==> src/rtl/gate_pkg.sv <==
// gate_pkg: opcode encoding shared by the logic pipe and its combinational core
package gate_pkg;
    localparam int OP_W = 3;
    typedef enum logic [OP_W-1:0] {
        OP_NOT, OP_AND, OP_OR, OP_NAND, OP_NOR, OP_XOR, OP_XNOR, OP_ILLEGAL
    } op_e;
endpackage

==> src/rtl/gate_logic_comb.sv <==
// gate_logic_comb: opcode-selected bitwise gate, purely combinational
module gate_logic_comb
    import gate_pkg::*;
#(
    parameter int WIDTH = 8
) (
    input  logic [WIDTH-1:0] a,
    input  logic [WIDTH-1:0] b,
    input  op_e              op,
    output logic [WIDTH-1:0] y,
    output logic             err
);
    always_comb begin
        y = '0;
        err = 1'b0;
        case (op)
            OP_NOT:  y = ~a;
            OP_AND:  y = a & b;
            OP_OR:   y = a | b;
            OP_NAND: y = ~(a & b);
            OP_NOR:  y = ~(a | b);
            OP_XOR:  y = a ^ b;
            OP_XNOR: y = ~(a ^ b);
            default: err = 1'b1;
        endcase
    end
endmodule

==> src/rtl/gate_logic_pipe.sv <==
// gate_logic_pipe: two-stage valid/ready bitwise logic unit with zero/parity/error
// flags and a wrapping count of consumed results.
module gate_logic_pipe
    import gate_pkg::*;
#(
    parameter int WIDTH     = 8,
    parameter int CNT_WIDTH = 16
) (
    input  logic                 clk,
    input  logic                 rst,
    input  logic                 in_valid,
    output logic                 in_ready,
    input  logic [WIDTH-1:0]     in_a,
    input  logic [WIDTH-1:0]     in_b,
    input  op_e                  in_op,
    output logic                 out_valid,
    input  logic                 out_ready,
    output logic [WIDTH-1:0]     out_y,
    output logic                 out_zero,
    output logic                 out_parity,
    output logic                 out_err,
    output logic [CNT_WIDTH-1:0] txn_count
);
    logic             s1_valid;
    logic [WIDTH-1:0] s1_a;
    logic [WIDTH-1:0] s1_b;
    op_e              s1_op;
    logic [WIDTH-1:0] y;
    logic             err;
    logic             s1_adv;
    logic             s2_adv;

    // Ready ripples backwards: a stage may load if it is empty or draining.
    assign s2_adv   = !out_valid || out_ready;
    assign s1_adv   = !s1_valid || s2_adv;
    assign in_ready = s1_adv;

    gate_logic_comb #(.WIDTH(WIDTH)) u_comb (
        .a   (s1_a),
        .b   (s1_b),
        .op  (s1_op),
        .y   (y),
        .err (err)
    );

    always_ff @(posedge clk) begin
        if (rst) begin
            s1_valid   <= 1'b0;
            s1_a       <= '0;
            s1_b       <= '0;
            s1_op      <= OP_NOT;
            out_valid  <= 1'b0;
            out_y      <= '0;
            out_zero   <= 1'b0;
            out_parity <= 1'b0;
            out_err    <= 1'b0;
            txn_count  <= '0;
        end else begin
            if (s1_adv) begin
                s1_valid <= in_valid;
                if (in_valid) begin
                    s1_a  <= in_a;
                    s1_b  <= in_b;
                    s1_op <= in_op;
                end
            end
            if (s2_adv) begin
                out_valid <= s1_valid;
                if (s1_valid) begin
                    out_y      <= y;
                    out_zero   <= ~|y;
                    out_parity <= ^y;
                    out_err    <= err;
                end
            end
            if (out_valid && out_ready)
                txn_count <= txn_count + 1'b1;
        end
    end
endmodule

==> config.mk <==
export PLATFORM = sky130hd
export DESIGN_NAME = gate_logic_pipe
export DESIGN_NICKNAME = d
export VERILOG_FILES = /design/src/rtl/gate_pkg.sv /design/src/rtl/gate_logic_comb.sv /design/src/rtl/gate_logic_pipe.sv
export SDC_FILE = /design/constraint.sdc
export NUM_CORES = 1
export LEC_CHECK = 0
export ABC_AREA = 1
export BUFFER_PORTS_ARGS = -buffer_cell sky130_fd_sc_hd__buf_4
export CORE_AREA = 2 2 79 81
export DETAILED_ROUTE_END_ITERATION = 16
export DIE_AREA = 0 0 81 83
export PLACE_DENSITY = 0.72
export SLEW_MARGIN = 20
export SYNTH_ARGS = -nofsm -noshare
export SYNTH_HDL_FRONTEND = slang
export SYNTH_HIERARCHICAL = 1
export SYNTH_SLANG_ARGS = --single-unit
==> constraint.sdc <==
create_clock -name clk -period 1.92 [get_ports clk]
set_input_delay 0.384 -clock clk [delete_from_list [all_inputs] [get_ports clk]]
set_output_delay 0.384 -clock clk [all_outputs]
set_load 0.01 [all_outputs]
==> impl_metrics.tcl, run 1 <==
set metrics [dict create \
    status "complete, but fails checks" \
    violations "setup timing" \
    dr.pass1.iters 4 \
    yosysTopAreaCell "dfxtp_1" \
    drc_errors 0 \
    ioPinCount 52 \
    drtAntennaViolNets 0 \
    viasPerCell 5.00 \
    ys_top_cells_by_area "dfxtp_1 (34%), nor2_1 (11%), nand2_1 (10%)" \
    grt_pass1_wl_um 12000 \
    die_x_um 81 \
    power_mw 2.58 \
    synth-seq-area-share_pct 33.6 \
    track_usage_pct 22.3 \
    finalHoldViolCount 0 \
    ys_ff_latch 48 \
    start_util_pct 49.1 \
    port_buffers 51 \
    cpMostUsedCell "nand2_1" \
    die_area_um2 6720 \
    grt_max_degree 28 \
    fmax_mhz 504 \
    grt_overflow_total 0 \
    antenna_found_initial 0 \
    place_ws_ns -0.168 \
    syn_nets 480 \
    leakagePower_nw 1.95 \
    report.final.slew_viol_count 0 \
    syn-instance-count 436 \
    syn_area_per_cell_um2 6.55 \
    drt_wl_total_um 7430 \
    swShare_pct 31.4 \
    cts_inserted_buffers 5 \
    path_cells "inv_1, ha_1, inv_1, nand2_1, a21oi_1, nand2_1, inv_2, ha_4, xnor2_1, xnor2_1, nand2_1, nand2_1, inv_1" \
    clock_skew_ns 0.00371 \
    wl_per_cell_um 12.5 \
    ys_types 26 \
    vias 2985 \
    antenna_cells 0 \
    cp-start-kind "register" \
    max_slew_margin_pct 66.6 \
    drive_above_1_share_pct 28.9 \
    first_iter_violations 203 \
    gp_congestion 0.892 \
    path_buf_inv 4 \
    cp_data_arrival_time_ns 2.20 \
    critical_path_class "register to register" \
    clock_latency_ns 0.31 \
    grt_pass1_vias 2706 \
    clkPwrFrac_pct 25.0 \
    fin_ws_ns -0.0624 \
    cts_tree "yes" \
    internal_power_mw 1.77 \
    final_cell_mix "buf_4 (86), nor2_1 (79), nand2_1 (77), inv_1 (62), dfxtp_1 (36)" \
    clockRootBuffer "clkbuf_8" \
    final_common_cell "buf_4" \
    worst_pin_slew_ns 0.501 \
    ir_worst_vdd_v 0.000336 \
    combPwrFrac_pct 32.6 \
    hold_buffers 0 \
    crit_family "adder cells" \
    synth-warning-count 6 \
    final_nets 565 \
    cts_sinks 48 \
    critPathRequiredTime_ns 2.13 \
    coreArea_um2 5820 \
    die_h_um 83 \
    maxCapViolCount 0 \
    timing.critical_path.fanout_max 2 \
    crit_slowest_cell "dfxtp_1" \
    rsz0062_at_grt "true" \
    dp_hpwl_um 5350 \
    fin_crit_sh_pct 103 \
    netlist_area_um2 2860 \
    htreeDepth 2 \
    seqPwrFrac_pct 42.4 \
    areaGrowthSynthToFinish_pct 36.5 \
    fin_crit_ns 1.98 \
    hold_path_class "input port to register" \
    end_kind "register" \
    powerDensity_nw_per_um2 661 \
    clock_path_buffers 2 \
    fin_tns_setup_ns -0.0624 \
    power_switching_uw 809 \
    max_stage_delay_ns 0.36 \
    synth_top_cell_area_share_pct 33.6 \
    rows 28 \
    cts.clk_slew.worst_paths_ns 0.09 \
    setup_violations 1 \
]
[what timing repair did]
action / in CTS / in global routing
pin swaps: 4 / 14
gates cloned: 1 / 0
gates resized for setup: 16 / 33
setup buffers: 1 / 5
endpoints found under the setup margin: 1 / 1
[path summary, 6_finish.rpt]
kind	start	endpoint	slack [ns]	cells past startpoint
setup / recovery	s1_b[1]$_SDFFE_PP0P_	out_parity$_SDFFE_PP0P_	-0.06	13
hold reg to reg	out_err$_SDFFE_PP0P_	out_err$_SDFFE_PP0P_	0.51	2
setup reg to reg	s1_b[1]$_SDFFE_PP0P_	out_parity$_SDFFE_PP0P_	-0.06	13
hold / removal	rst	out_valid$_SDFFE_PP0P_	0.31	2
[power by group through the flow]
stage | combinational [mW] | sequential, mW | clock [mW]
global route | 0.931 | 1.10 | 0.700
detailed placement | 0.694 | 1.11 | 0
floorplan | 0.406 | 1.12 | 0
finish | 0.840 | 1.09 | 0.645
global placement | 0.674 | 1.11 | 0
CTS | 0.746 | 1.09 | 0.652
[final cells by class]
class                   instances  area (um2)
well taps                      75        93.8
fillers                       515        1920
flip-flops and latches         48         983
clock inverters                 1        7.51
repair buffers                 91         728
clock buffers                   7        86.3
multi-input cells             302        1720
inverters                      73         277
[metrics by stage]
step                cells  hold WS (ns)  instance area, um2  util [%]
detailed placement    582         0.490                3550      61.0
finish                597         0.306                3900      67.1
floorplan             436         0.449                2860         -
global placement      582         0.477                3550      61.0
global route          597         0.316                3900      67.1
CTS                   592         0.307                3720      64.0
[flip-flops by register name (all words and copies together) (netlist names)]
name / count
out_err: 1
out_parity: 1
out_valid: 1
out_y: 8
out_zero: 1
s1_a: 8
s1_b: 8
s1_op: 3
s1_valid: 1
txn_count: 16
[cells in the mapped netlist]
cell,instances
nor2_1,83
nand2_4,1
dfxtp_1,48
nand2_1,78
nand3_2,2
nor3_4,1
buf_6,1
o21ai_0,35
a21oi_1,26
buf_2,6
buf_4,3
inv_2,4
nand4_1,3
nor2_4,3
nor3_1,3
nand3b_1,1
clkbuf_2,1
clkbuf_1,3
nor2_2,1
inv_1,69
ha_1,21
and3_1,1
o21a_1,2
xnor2_1,3
xor2_1,2
nand3_1,35
[layer usage]
layer | vias to the layer above | track usage [%] | share of wire [%]
met5 | - | 0 | 0
met4 | 0 | 6.78 | 2.1
met3 | 16 | 4.02 | 4.7
met2 | 77 | 35.7 | 48
met1 | 1367 | 30.2 | 45
li1 | 1525 | - | -
[cell families after synthesis]
logic type / after synthesis / synth area share, %
AO/OA/AOI/OAI: 63 / 11.2
XOR/XNOR: 5 / 1.53
adder cells (fa/ha/maj): 21 / 9.20
buffers and inverters: 87 / 12.4
flip-flops: 48 / 33.6
AND/OR/NAND/NOR: 212 / 32.0
[worst reg2reg max path, cell delays in order (launching register included)]
cell and delay [ns]:
dfxtp_1 0.36, inv_1 0.06, ha_1 0.30, inv_1 0.06
nand2_1 0.05, a21oi_1 0.13, nand2_1 0.09, inv_2 0.09
ha_4 0.20, xnor2_1 0.20, xnor2_1 0.15, nand2_1 0.08
nand2_1 0.09, inv_1 0.04
(Power assumes the default switching activity.)
==> run 2, diff against run 1 <==
PLACE_DENSITY = 0.74   (was 0.72)
==> impl_metrics.tcl, run 2 (synthesis results as in run 1) <==
set metrics [dict create \
    cpMostUsedCell "nand2_1" \
    clockRootBuffer "clkbuf_8" \
    rsz0062_at_grt "true" \
    coreArea_um2 5820 \
    maxCapViolCount 0 \
    ioPinCount 52 \
    cts_inserted_buffers 5 \
    wl_per_cell_um 12.0 \
    cp-start-kind "register" \
    start_util_pct 49.1 \
    fillCellCount 519 \
    antenna_cells 0 \
    regMostFlops "txn_count" \
    cts.clk_slew.worst_paths_ns 0.09 \
    final_common_cell "buf_4" \
    internal_power_mw 1.80 \
    first_iter_violations 128 \
    antenna_found_initial 0 \
    fin_crit_sh_pct 99.1 \
    cp_data_arrival_time_ns 2.11 \
    seqPwrFrac_pct 41.7 \
    seq_area_um2 977 \
    fin_crit_ns 1.90 \
    max_stage_delay_ns 0.38 \
    dp_hpwl_um 5270 \
    max_slew_margin_pct 68.0 \
    path_buf_inv 4 \
    track_usage_pct 21.6 \
    clock_path_buffers 2 \
    grt_max_degree 35 \
    place_inst 584 \
    grt_pass1_wl_um 11800 \
    finalHoldViolCount 0 \
    final_util_pct 66.0 \
    dr.pass1.iters 4 \
    viasPerCell 4.95 \
    worst_pin_slew_ns 0.479 \
    crit_slowest_cell "dfxtp_4" \
    report.final.slew_viol_count 0 \
    hold_path_class "input port to register" \
    grt_pass1_vias 2712 \
    clock_latency_ns 0.31 \
    areaGrowthSynthToFinish_pct 34.3 \
    swShare_pct 31.3 \
    hold_buffers 0 \
    powerDensity_nw_per_um2 681 \
    port_buffers 51 \
    htreeDepth 2 \
    status "finished, final reports clean" \
    drive_above_1_share_pct 26.8 \
    grt_overflow_total 0 \
    cts_tree "yes" \
    end_kind "register" \
    leakagePower_nw 1.92 \
    fmax_mhz 526 \
    drc_errors 0 \
    crit_family "simple AND/OR/NAND/NOR gates" \
    die_area_um2 6720 \
    gp_congestion 0.924 \
    final_nets 562 \
    largest_reg_flops 16 \
    die_x_um 81 \
    power_switching_uw 818 \
    die_h_um 83 \
    drtAntennaViolNets 0 \
    setup_violations 0 \
    drt_wl_total_um 7150 \
    vias 2940 \
    critical_path_class "register to register" \
    ir_worst_vdd_v 0.000416 \
    final_cell_mix "buf_4 (85), nor2_1 (82), nand2_1 (77), inv_1 (61), dfxtp_1 (41)" \
    combPwrFrac_pct 33.3 \
    clock_skew_ns 0.00490 \
    path_cells "buf_6, nor2_4, buf_6, nand2_1, nand2_1, nor2_1, nand2_1, inv_2, ha_4, xnor2_2, xnor2_1, nand2_1, nand2_1, inv_1" \
    clkPwrFrac_pct 25.0 \
    fin_cells 594 \
    timing.critical_path.fanout_max 8 \
    cts_sinks 48 \
    rows 28 \
    critPathRequiredTime_ns 2.13 \
    multiInputGateArea_um2 1690 \
]
run 2: changes by cell type in the layout (fill, tap and decap cells not counted), moves of 2 or more:
| cell | before | now |
|---|---|---|
| dfxtp_1 | 36 | 41 |
| dfxtp_2 | 9 | 4 |
| nor2_1 | 79 | 82 |
| nor2_2 | 5 | 2 |
| a21oi_1 | 23 | 25 |
| a21oi_2 | 3 | 1 |
| inv_2 | 10 | 12 |
| nand3_1 | 32 | 34 |
run 2: final cells by class:
class | count | share of cell area (%)
Clock inverter | 2 | 0.359
Inverter | 73 | 7.14
Sequential cell | 48 | 25.5
Clock buffer | 6 | 2.15
Timing Repair Buffer | 89 | 18.3
Multi-Input combinational cell | 301 | 44.2
Tap cell | 75 | 2.45
run 2: power groups by stage:
stage / Clock, mW / Sequential [mW] / Combinational [mW]
final: 0.655 / 1.09 / 0.870
after global routing: 0.714 / 1.10 / 0.958
after CTS: 0.673 / 1.09 / 0.772
after detailed placement: 0 / 1.11 / 0.687
after global placement: 0 / 1.11 / 0.671
after floorplan: 0 / 1.12 / 0.406
run 2: worst paths after layout:
path                                       startpoint                 endpoint  slack [ns]  depth (start not counted)
worst min register to register   out_err$_SDFFE_PP0P_     out_err$_SDFFE_PP0P_        0.51                          2
worst max-delay path            s1_op[2]$_SDFFE_PP0P_  out_parity$_SDFFE_PP0P_        0.02                         14
worst min-delay path                              rst    s1_valid$_SDFFE_PP0P_        0.32                          2
worst max register to register  s1_op[2]$_SDFFE_PP0P_  out_parity$_SDFFE_PP0P_        0.02                         14
run 2: repair_timing:
action                     CTS  global route
gates resized for setup     13            23
setup endpoints to repair    1             1
pin swaps                    3             3
buffers inserted             1             1
run 2: stage by stage:
step / power (mW) / cell area, um2 / TNS (ns) / setup WS (ns) / hold slack (ns)
3_5_place_dp: 1.80 / 3550 / -0.228 / -0.228 / 0.490
6_report: 2.61 / 3840 / 0 / 0.0176 / 0.322
4_1_cts: 2.53 / 3730 / 0 / 0.00537 / 0.315
3_3_place_gp: 1.78 / 3550 / -0.176 / -0.176 / 0.472
5_1_grt: 2.77 / 3840 / -0.0737 / -0.0737 / 0.311
2_1_floorplan: 1.52 / 2860 / 0 / 0.0540 / 0.449
run 2: per-layer routing:
| layer | part of all wire, % | track usage (%) | routed length [um] |
|---|---|---|---|
| met1 | 46 | 28.4 | 3290 |
| met2 | 49 | 36.3 | 3530 |
| met3 | 3.6 | 3.91 | 254 |
| met4 | 1.2 | 5.24 | 86 |
| met5 | 0 | 0 | 0 |
==> run 3, diff against run 2 <==
PLACE_DENSITY = not set   (was 0.74)
PLACE_DENSITY_LB_ADDON = 0.2   (was not set)
==> impl_metrics.tcl, run 3 (synthesis results as in run 1) <==
set metrics [dict create \
    place_inst 577 \
    grt_max_degree 41 \
    htreeDepth 2 \
    cts_sinks 48 \
    rsz0062_at_grt "true" \
    areaGrowthSynthToFinish_pct 35.5 \
    powerDensity_nw_per_um2 707 \
    use_met1_pct 27.5 \
    dp_hpwl_um 5120 \
    rows 28 \
    whs_ns 0.319 \
    power_mw 2.74 \
    gp_congestion 0.820 \
    path_buf_inv 4 \
    start_util_pct 49.1 \
    cts_inserted_buffers 5 \
    grt_overflow_total 0 \
    dr.pass1.iters 4 \
    clock_skew_ns 0.00633 \
    clock_path_buffers 2 \
    end_kind "register" \
    r2r_start "s1_a[1]$_SDFFE_PP0P_" \
    cp-start-kind "register" \
    die_x_um 81 \
    reg2reg_slack_ns -0.04 \
    leakagePower_nw 1.95 \
    cts_tree "yes" \
    r2r-end "out_parity$_SDFFE_PP0P_" \
    crit_slowest_cell "dfxtp_1" \
    busiest_layer "met2" \
    clockRootBuffer "clkbuf_8" \
    regMostFlops "txn_count" \
    path_cells "inv_1, ha_1, inv_1, nand2_1, a21oi_1, nand2_1, inv_1, ha_4, xnor2_2, xnor2_1, nand2_1, nand2_1, inv_1" \
    grt_pass1_wl_um 11800 \
    fin_crit_sh_pct 102 \
    max_stage_delay_ns 0.34 \
    cp_data_arrival_time_ns 2.18 \
    die_area_um2 6720 \
    fin_ws_ns -0.0371 \
    fillCellCount 513 \
    grt_use_met2_pct 38.5 \
    timing.critical_path.fanout_max 2 \
    critPathRequiredTime_ns 2.14 \
    max_slew_margin_pct 64.8 \
    fmax_mhz 511 \
    fin_area_um2 3870 \
    multiInputGateArea_um2 1660 \
    drtAntennaViolNets 0 \
    clock_latency_ns 0.31 \
    status "complete, but fails checks" \
    final_common_cell "buf_4" \
    wl_per_cell_um 12.5 \
    hp-start "rst" \
    drive_above_1_share_pct 27.5 \
    crit_family "adder cells" \
    fin_crit_ns 1.96 \
    finalHoldViolCount 0 \
    vias 2963 \
    setup_violations 1 \
    cts.clk_slew.worst_paths_ns 0.10 \
    critical_path_class "register to register" \
    ioPinCount 52 \
    fin_cells 598 \
    reg2reg_depth 13 \
    track_usage_pct 22.0 \
    largest_reg_flops 16 \
    violations "setup timing" \
    hold_path_class "input port to register" \
    worst_pin_slew_ns 0.528 \
    seq_area_um2 978 \
    hold_end "out_valid$_SDFFE_PP0P_" \
    final_util_pct 66.6 \
    viasPerCell 4.95 \
    drt_wl_total_um 7470 \
    maxCapViolCount 0 \
    report.final.slew_viol_count 0 \
    antenna_cells 0 \
    die_h_um 83 \
    port_buffers 51 \
    final_nets 566 \
    met3_usage_pct 4.24 \
    first_iter_violations 158 \
    dpl_cell_area_um2 3500 \
    final_cell_mix "buf_4 (87), nor2_1 (81), nand2_1 (76), inv_1 (62), dfxtp_1 (40)" \
    antenna_found_initial 0 \
    grt_pass1_vias 2750 \
    holdPathStages 2 \
    ir_worst_vdd_v 0.000415 \
    coreArea_um2 5820 \
    hold_buffers 0 \
    drc_errors 0 \
]
==> run 3: worst max path at each step <==
stage | from | endpoint | slack [ns] | cells past startpoint
floorplan | s1_op[0]$_SDFFE_PP0P_ | out_parity$_SDFFE_PP0P_ | 0.05 | 14
global placement | s1_op[0]$_SDFFE_PP0P_ | out_parity$_SDFFE_PP0P_ | -0.1 | 13
detailed placement | s1_op[0]$_SDFFE_PP0P_ | out_parity$_SDFFE_PP0P_ | -0.17 | 13
CTS | s1_op[0]$_SDFFE_PP0P_ | out_parity$_SDFFE_PP0P_ | -0.01 | 14
global route | s1_b[1]$_SDFFE_PP0P_ | out_parity$_SDFFE_PP0P_ | -0.15 | 13
finish | s1_a[1]$_SDFFE_PP0P_ | out_parity$_SDFFE_PP0P_ | -0.04 | 13
==> run 3: power by group <==
group          total [mW]  leakage, nW  switching (mW)  internal (mW)
clock               0.767       0.0548           0.374          0.393
sequential           1.09        0.398          0.0396           1.05
combinational       0.879         1.50           0.427          0.452
total                2.74         1.95           0.841           1.89
==> run 3: through the flow <==
step	setup WS, ns	setup TNS, ns
after CTS	-0.0149	-0.0149
final	-0.0371	-0.0371
after global placement	-0.0973	-0.0973
after floorplan	0.0540	0
after detailed placement	-0.170	-0.170
after global routing	-0.154	-0.165
==> run 3: cell type report <==
| type | instances | share of cell area, % |
|---|---|---|
| Multi-Input combinational cell | 301 | 42.9 |
| Sequential cell | 48 | 25.3 |
| Timing Repair Buffer | 93 | 19.4 |
| Inverter | 73 | 7.08 |
| Tap cell | 75 | 2.42 |
| Clock buffer | 5 | 1.78 |
| Clock inverter | 3 | 1.20 |
==> run 3: timing repair <==
item                                   in CTS  in global routing
endpoints found under the hold margin       0                  0
setup endpoints to repair                   1                  2
setup buffers                               8                  6
resized for setup                          21                 18
pin swaps                                  14                 15
==> run 3: per-layer routing <==
layer | share of wire (%) | up-vias
li1 | - | 1523
met1 | 44 | 1371
met2 | 50 | 58
met3 | 4.5 | 11
met4 | 1.2 | 0
met5 | 0 | -
